$ cat src/rtl/pc_sequencer.sv
// Program-counter stage for the single-cycle MiniMIPS datapath.
// Holds the architectural PC, decides each cycle whether the datapath's
// NewCounter is committed, and provides run/pause/step/breakpoint control,
// out-of-range fault detection and a retired-instruction counter.
//
// state  | meaning
// -------+-----------------------------------------------------------------
// IDLE   | after reset/restart; PC parked at RESET_PC, waiting for run
// RUN    | free-running; one instruction commits every edge
// PAUSED | halted by run=0 or a breakpoint; a step pulse commits exactly one
// FAULT  | committed PC left instruction memory; frozen until restart/reset

module pc_sequencer #(
   parameter logic [31:0] RESET_PC   = 32'd0,
   parameter int          IMEM_DEPTH = 256,
   parameter int          CNT_W      = 32
) (
   input  logic             clk_i,
   input  logic             rst_n_i,
   input  logic [31:0]      new_counter_i,
   input  logic             run_i,
   input  logic             step_i,
   input  logic             restart_i,
   input  logic             bkpt_en_i,
   input  logic [31:0]      bkpt_addr_i,
   output logic [31:0]      counter_o,
   output logic             commit_o,
   output logic [1:0]       state_o,
   output logic [CNT_W-1:0] retired_o,
   output logic             bkpt_hit_o
);

   typedef enum logic [1:0] {
      ST_IDLE   = 2'd0,
      ST_RUN    = 2'd1,
      ST_PAUSED = 2'd2,
      ST_FAULT  = 2'd3
   } state_e;

   // First PC value that lies outside instruction memory.
   localparam logic [31:0] PC_LIMIT = 32'(IMEM_DEPTH);

   state_e           state_q;
   logic [31:0]      counter_q;
   logic [CNT_W-1:0] retired_q;
   logic             bkpt_hit_q;

   logic             commit;
   logic             out_of_range;
   logic             bkpt_match;
   logic [CNT_W-1:0] retired_inc;

   // Retirement qualifier; also gates the datapath's RegWrite/MemWrite, so it
   // must stay combinational to suppress side effects in the same cycle.
   always_comb begin
      commit       = (state_q == ST_RUN) || ((state_q == ST_PAUSED) && step_i);
      out_of_range = (new_counter_i >= PC_LIMIT);
      bkpt_match   = bkpt_en_i && (new_counter_i == bkpt_addr_i);
      retired_inc  = retired_q + CNT_W'(1);
   end

   // Sequencer FSM with PC, retired count and breakpoint pulse registered
   // alongside it. Restart has top priority and leaves retired untouched.
   always_ff @(posedge clk_i or negedge rst_n_i) begin
      if (!rst_n_i) begin
         state_q    <= ST_IDLE;
         counter_q  <= RESET_PC;
         retired_q  <= '0;
         bkpt_hit_q <= 1'b0;
      end else begin
         bkpt_hit_q <= 1'b0;
         if (restart_i) begin
            state_q   <= ST_IDLE;
            counter_q <= RESET_PC;
         end else begin
            case (state_q)
               ST_IDLE: begin
                  if (run_i) begin
                     state_q <= ST_RUN;
                  end
               end

               ST_RUN: begin
                  counter_q <= new_counter_i;
                  retired_q <= retired_inc;
                  if (out_of_range) begin
                     state_q <= ST_FAULT;
                  end else if (bkpt_match) begin
                     // PC lands on the breakpoint; that instruction is
                     // fetched but waits for run or step to execute.
                     state_q    <= ST_PAUSED;
                     bkpt_hit_q <= 1'b1;
                  end else if (!run_i) begin
                     state_q <= ST_PAUSED;
                  end
               end

               ST_PAUSED: begin
                  if (step_i) begin
                     // Breakpoint deliberately not checked here so the user
                     // can step off the breakpoint address.
                     counter_q <= new_counter_i;
                     retired_q <= retired_inc;
                     if (out_of_range) begin
                        state_q <= ST_FAULT;
                     end
                  end else if (run_i) begin
                     state_q <= ST_RUN;
                  end
               end

               ST_FAULT: begin
                  state_q <= ST_FAULT;
               end

               default: begin
                  state_q <= ST_IDLE;
               end
            endcase
         end
      end
   end

   assign counter_o  = counter_q;
   assign commit_o   = commit;
   assign state_o    = state_q;
   assign retired_o  = retired_q;
   assign bkpt_hit_o = bkpt_hit_q;

endmodule

$ cat config.mk
export PLATFORM = sky130hd
export DESIGN_NAME = pc_sequencer
export DESIGN_NICKNAME = d
export VERILOG_FILES = /design/src/rtl/pc_sequencer.sv
export SDC_FILE = /design/constraint.sdc
export NUM_CORES = 1
export LEC_CHECK = 0
export BUFFER_PORTS_ARGS = -buffer_cell sky130_fd_sc_hd__buf_2
export CAP_MARGIN = 0
export CORE_MARGIN = 8
export CORE_UTILIZATION = 48
export CTS_CLUSTER_DIAMETER = 40
export CTS_CLUSTER_SIZE = 28
export DETAILED_ROUTE_END_ITERATION = 8
export PLACE_DENSITY = 0.8
export SLEW_MARGIN = 10
export SYNTH_ARGS = -nofsm -noshare
export SYNTH_HDL_FRONTEND = slang
export SYNTH_SLANG_ARGS = --single-unit
$ cat constraint.sdc
create_clock -name clk_i -period 2.7 [get_ports clk_i]
set_input_delay 0.54 -clock clk_i [delete_from_list [all_inputs] [get_ports clk_i]]
set_output_delay 0.54 -clock clk_i [all_outputs]
set_load 0.01 [all_outputs]
# After elaboration in Yosys (flattened, before gate mapping)

Cells that the tools add are included.

Bitwise operators: 1
Muxes and demuxes: 17
Reduce and logical (&&, ||, !) cells: 9
Equal/unequal tests: 8
$lt $le $gt $ge: 1
Add/subtract/negate cells: 1

Operator list:

| kind                    | number |
|---|---|
| $pmux W32 S2            | 2 |
| $mux W32                | 3 |
| $add A32 B1 Y32 const B | 1 |
| $eq A32 B32 Y1          | 1 |
| $ge A32 B9 Y1 const B   | 1 |
| $mux W2                 | 7 |
| $pmux W2 S4             | 1 |
| $ne A5 B5 Y1 const B    | 1 |
| $eq A2 B2 Y1 const B    | 2 |
| $mux W1                 | 4 |
| $ne A4 B4 Y1 const B    | 1 |
| $reduce_and A2 Y1       | 2 |
| $ne A3 B3 Y1 const B    | 1 |
| $reduce_and A3 Y1       | 1 |
| $reduce_bool A3 Y1      | 1 |
| $eq A2 B1 Y1 const B    | 1 |
| $logic_and A1 B1 Y1     | 2 |
| $logic_not A2 Y1        | 1 |
| $ne A2 B2 Y1 const B    | 1 |
| $reduce_bool A2 Y1      | 1 |
| $logic_or A1 B1 Y1      | 1 |
| $not A1 Y1              | 1 |

Input port bits: 70
Register bits: 67
Logic and storage cells: 41
Output and inout bits: 68

# Depth between registers and ports, before layout

Word-level depth: 6
Mapped depth: 9
Gate-level depth less buffers: 8

# Worst setup path after synthesis

OpenSTA, ideal clock, no wires.

Path kind: reg2reg
From: reg state_q[0] (netlist: state_o[0])
To: reg retired_q[31] (netlist: retired_o[31])
Buffers on the path: 1
Setup time: 79 ps
Cell stages (with the launch flop): 10
Data arrival time: 2180 ps
Path slack: 441 ps
Cells stage by stage: dfrtp_1 -> inv_1 -> ha_1 -> and2b_1 -> or4b_4 -> buf_6 -> nor3_4 -> nand3_2 -> nor2_1 -> xor2_1

Cells in the longest elaborated chain, start to end: 3

RTL lines:

| item                                                                       | RTL line | source |
|---|---|---|
| from (decl)                                                                | 43       | `state_e state_q;` |
| from (signal assigned)                                                     | 66       | `state_q <= ST_IDLE;` |
| from (signal assigned)                                                     | 73       | `state_q <= ST_IDLE;` |
| from (signal assigned)                                                     | 79       | `state_q <= ST_RUN;` |
| $eq A2 B2 Y1 / $eq A2 B1 Y1 (equally long branches)                        | 76       | `case (state_q)` |
| $ne A2 B2 Y1 (no source line) / $reduce_bool A2 Y1 (equally long branches) | n/a      |  |
| $reduce_and A3 Y1 (no source line)                                         | n/a      |  |
| to (signal assigned)                                                       | 85       | `retired_q <= retired_inc;` |
| to (signal assigned)                                                       | 103      | `retired_q <= retired_inc;` |
| to (decl)                                                                  | 45       | `logic [CNT_W-1:0] retired_q;` |

Parallel ways exist; a longest one is shown, timed or not.
A chain may end at the register's enable or synchronous reset.

# Worst setup path in the final report

From: reg state_q[0] (netlist: state_o[0])
To: reg retired_q[14] (netlist: retired_o[14])

The elaborated chain is that of the path after synthesis.

==> results.txt <==
----------------------------------------------------
[Clocking]
  Longest Clk Path Bufs ... 2
  Clock-pin slew reported for the worst setup and hold paths after clock tree synthesis ... ~0.08 ns
  Root buffer cell ... sky130_fd_sc_hd__clkbuf_8
  Number of cells upsized or downsized after cts ... 0
  Number of setup buffers added after CTS ... 0
  Clock insertion delay at the later pin of the skew report ... ~0.34 ns
  Clock buffers created by TritonCTS ... 9
  Count of H-tree levels built during CTS ... 3
  Cts hold-fix bufs ... 0
  CTS tree ... built
  Sinks on Clock Net ... between 60 and 70

[Yosys]
  Number of synthesized flops with an enable pin ... 0
  Number of cells produced by synthesis ... 351
  Average size of a mapped cell ... roughly 9.6 um^2
  Synth warn ... 0
  Fraction of registers with async set/reset ... 1.000
  Post-synthesis cell area ... 3378 um^2
  Post-synth cell types ... 39
  Total nets after synthesis ... 426
  Number of flip-flops and latches in the synthesized netlist ... 67
  Most frequently used flop master after synthesis ... sky130_fd_sc_hd__dfrtp_1
  Portion of the post-synthesis area used by sequential elements ... 0.4963

[Power]
  Proportion of power drawn by combinational gates ... 0.360
  Total internal power ... 2.077 mW
  Sequential group share of total power ... 0.391
  Sw frac ... 0.3832
  Clock Power Share ... 0.249
  Total Power ... 3.367 mW
  Worst IR drop on VDD ... 0.4847 mV
  NetSw ... 1.290 mW
  Total power divided by cell area ... 768.5 nW/um^2
  Leak Pwr ... roughly 2.3 nW

[Worst setup path]
  Type of the setup path with the least slack ... reg -> reg
  Data arrival, critical path ... 2.66 ns
  Crit start category ... flop
  Worst setup EP type ... flop
  Required time at the endpoint of the critical path ... 2.96 ns
  Critical Path Fanout Max ... 6

[Job]
  Maxcap violations ... 0

[Timing]
  Fin crit share ... 0.8885
  Achievable Freq ... 416.9 MHz
  Slew Limit Fails ... 0
  Final Critical Period ... approximately 2.4 ns
  Worst relative slew slack ... 0.6701
  Number of endpoints failing setup at the final stage ... 0
  Slew @ Worst Pin ... 0.4904 ns
  Number of hold-slack violations in the final timing report ... 0
  Post-Route Setup TNS ... 0 ns
  RSZ-0062 raised after global routing ... no
  Post-Route Skew ... 0.009042 ns

[Finish]
  Share of post-route cells with drive strength above 1 ... 0.3373
  Antenna cells ... 0
  Top library cells by usage in the layout, fill and taps aside ... 137 x sky130_fd_sc_hd__buf_2, 84 x sky130_fd_sc_hd__nand2_1, 67 x sky130_fd_sc_hd__dfrtp_1
  Post-layout net count ... around 570
  Commonest non-fill, non-tap cell in the layout ... sky130_fd_sc_hd__buf_2
  Area added between synthesis and finish ... 29.70%

[Routing]
  Detail-routed net length per standard cell ... around 17 um
  DRC ... 0
  Number of DRC markers after the initial detailed-route iteration ... 129
  Final Routed Wirelength ... between 10 and 15 mm
  Vias/cell ... 5.236
  Antenna viol nets, final ... 0
  Initial DRT Pass Iterations ... 4
  Via count ... 3110

[Global routing]
  Global-route wire length before repair ... around 16 mm
  Total global routing overflow ... 0
  Antenna violations before repair ... 0
  Global-route total usage across every layer ... 0.2039
  Vias in the first global route ... 3270
  Pin count of the biggest net entering global routing ... 37

[Floorplan]
  Standard-cell row count ... 30
  Io pins ... 138
  Die Span Y ... roughly 100 um
  CORE AREA ... 6794 um^2
  Die Area ... 9978 um^2
  Initial cell density of the core ... 0.4972
  Horizontal die dimension ... between 90 and 100 um

[Status]
  Result of the run ... completed

[Placed design]
  DP Wirelength ... 7.889 mm
  Final weighted congestion in routability-driven placement ... 0.9310
  Port Buf Inserts ... 137

[Min path]
  Hold WC Path Type ... in -> async

----------------------------------------------------
[worst paths after layout]
path                       cells after the start  slack, ns                 startpoint                         to
setup reg to reg                               8       0.30     state_o[0]$_DFFE_PN0P_  retired_o[14]$_DFFE_PN0P_
hold reg to reg                                1       0.47  retired_o[31]$_DFFE_PN0P_  retired_o[31]$_DFFE_PN0P_
hold / removal                                 1       0.06                    rst_n_i  counter_o[18]$_DFFE_PN0P_
setup / recovery                               8       0.30     state_o[0]$_DFFE_PN0P_  retired_o[14]$_DFFE_PN0P_
min in group clk_i                             3       0.45           new_counter_i[7]   counter_o[7]$_DFFE_PN0P_
max in group asynchronous                      2       2.03                    rst_n_i  counter_o[31]$_DFFE_PN0P_
[registers in the layout, indices dropped and copies added (netlist names)]
name and flops:
retired_o 32, bkpt_hit_o 1, counter_o 32, state_o 2
[power groups by stage]
stage	sequential (mW)	combinational (mW)	clock, mW
after global placement	1.32	1.19	0
after floorplan	1.41	0.627	0
after detailed placement	1.33	1.22	0
after global routing	1.35	1.35	0.887
final	1.32	1.21	0.837
after CTS	1.32	1.22	0.861
[layer usage]
metal,track usage,up-vias,share of wire,wire length [um]
li1,-,1473,-,-
met1,0.2458,1477,0.40,4046
met2,0.3309,131,0.49,4978
met3,0.05260,29,0.083,839
met4,0.09895,0,0.028,282
met5,0,-,0,0
[stage by stage]
stage / area [um^2] / hold slack (ns) / setup WS, ns / cells / utilization
final: 4382 / 0.06376 / 0.3011 / 594 / 0.6449
after global routing: 4382 / 0.08047 / 0.05616 / 594 / 0.6449
after CTS: 4382 / 0.05960 / 0.3074 / 594 / 0.6449
after detailed placement: 4182 / 0.4314 / 0.3080 / 578 / 0.6155
after global placement: 4182 / 0.4343 / 0.3115 / 578 / 0.6155
after floorplan: 3378 / 0.2444 / 0.4412 / 351 / -
[synth_stat cells, types with 2 or more instances]
| cell | n | share of area |
|---|---|---|
| sky130_fd_sc_hd__nor3_1 | 4 | 0.0059 |
| sky130_fd_sc_hd__clkbuf_1 | 8 | 0.0089 |
| sky130_fd_sc_hd__o21ai_0 | 3 | 0.0044 |
| sky130_fd_sc_hd__a21oi_1 | 34 | 0.050 |
| sky130_fd_sc_hd__nor4_1 | 11 | 0.020 |
| sky130_fd_sc_hd__buf_6 | 2 | 0.0067 |
| sky130_fd_sc_hd__nand2_1 | 84 | 0.093 |
| sky130_fd_sc_hd__o21ai_1 | 2 | 0.0030 |
| sky130_fd_sc_hd__xnor2_1 | 28 | 0.073 |
| sky130_fd_sc_hd__inv_1 | 8 | 0.0089 |
| sky130_fd_sc_hd__a221o_1 | 2 | 0.0059 |
| sky130_fd_sc_hd__nor3_4 | 2 | 0.0096 |
| sky130_fd_sc_hd__xor2_1 | 31 | 0.080 |
| sky130_fd_sc_hd__ha_1 | 5 | 0.019 |
| sky130_fd_sc_hd__nand3_1 | 6 | 0.0089 |
| sky130_fd_sc_hd__and4_1 | 2 | 0.0052 |
| sky130_fd_sc_hd__nand4_1 | 10 | 0.019 |
| sky130_fd_sc_hd__dfrtp_1 | 67 | 0.50 |
| sky130_fd_sc_hd__nand3_2 | 2 | 0.0059 |
| sky130_fd_sc_hd__and3_1 | 8 | 0.015 |
| sky130_fd_sc_hd__nor2_1 | 14 | 0.016 |
[cell families after synthesis]
kind of cell | synth area share
simple gates | 0.2193
flops | 0.4963
xor+xnor | 0.1530
compound gates | 0.07778
buf+inv | 0.02555
fa+ha+maj | 0.01852
mux | 0.009629
[critical path, cell delays in order (launching register included)]
cell and delay (ns):
sky130_fd_sc_hd__dfrtp_1 0.43, sky130_fd_sc_hd__inv_1 0.11, sky130_fd_sc_hd__ha_1 0.28, sky130_fd_sc_hd__and2b_1 0.23
sky130_fd_sc_hd__nor4_1 0.47, sky130_fd_sc_hd__nand2_1 0.16, sky130_fd_sc_hd__nor2_1 0.22, sky130_fd_sc_hd__and4_1 0.24
sky130_fd_sc_hd__xor2_1 0.17
[cell type report]
| class | instances | area, um^2 |
|---|---|---|
| fillers | 576 | 2412 |
| flip-flops and latches | 67 | 1677 |
| multi-input cells | 265 | 1619 |
| repair buffers | 142 | 735.7 |
| clock buffers | 9 | 123.9 |
| well taps | 96 | 120.1 |
| clock inverters | 7 | 76.32 |
| inverters | 8 | 30.03 |
No activity file was read; power rests on OpenSTA's default activity.
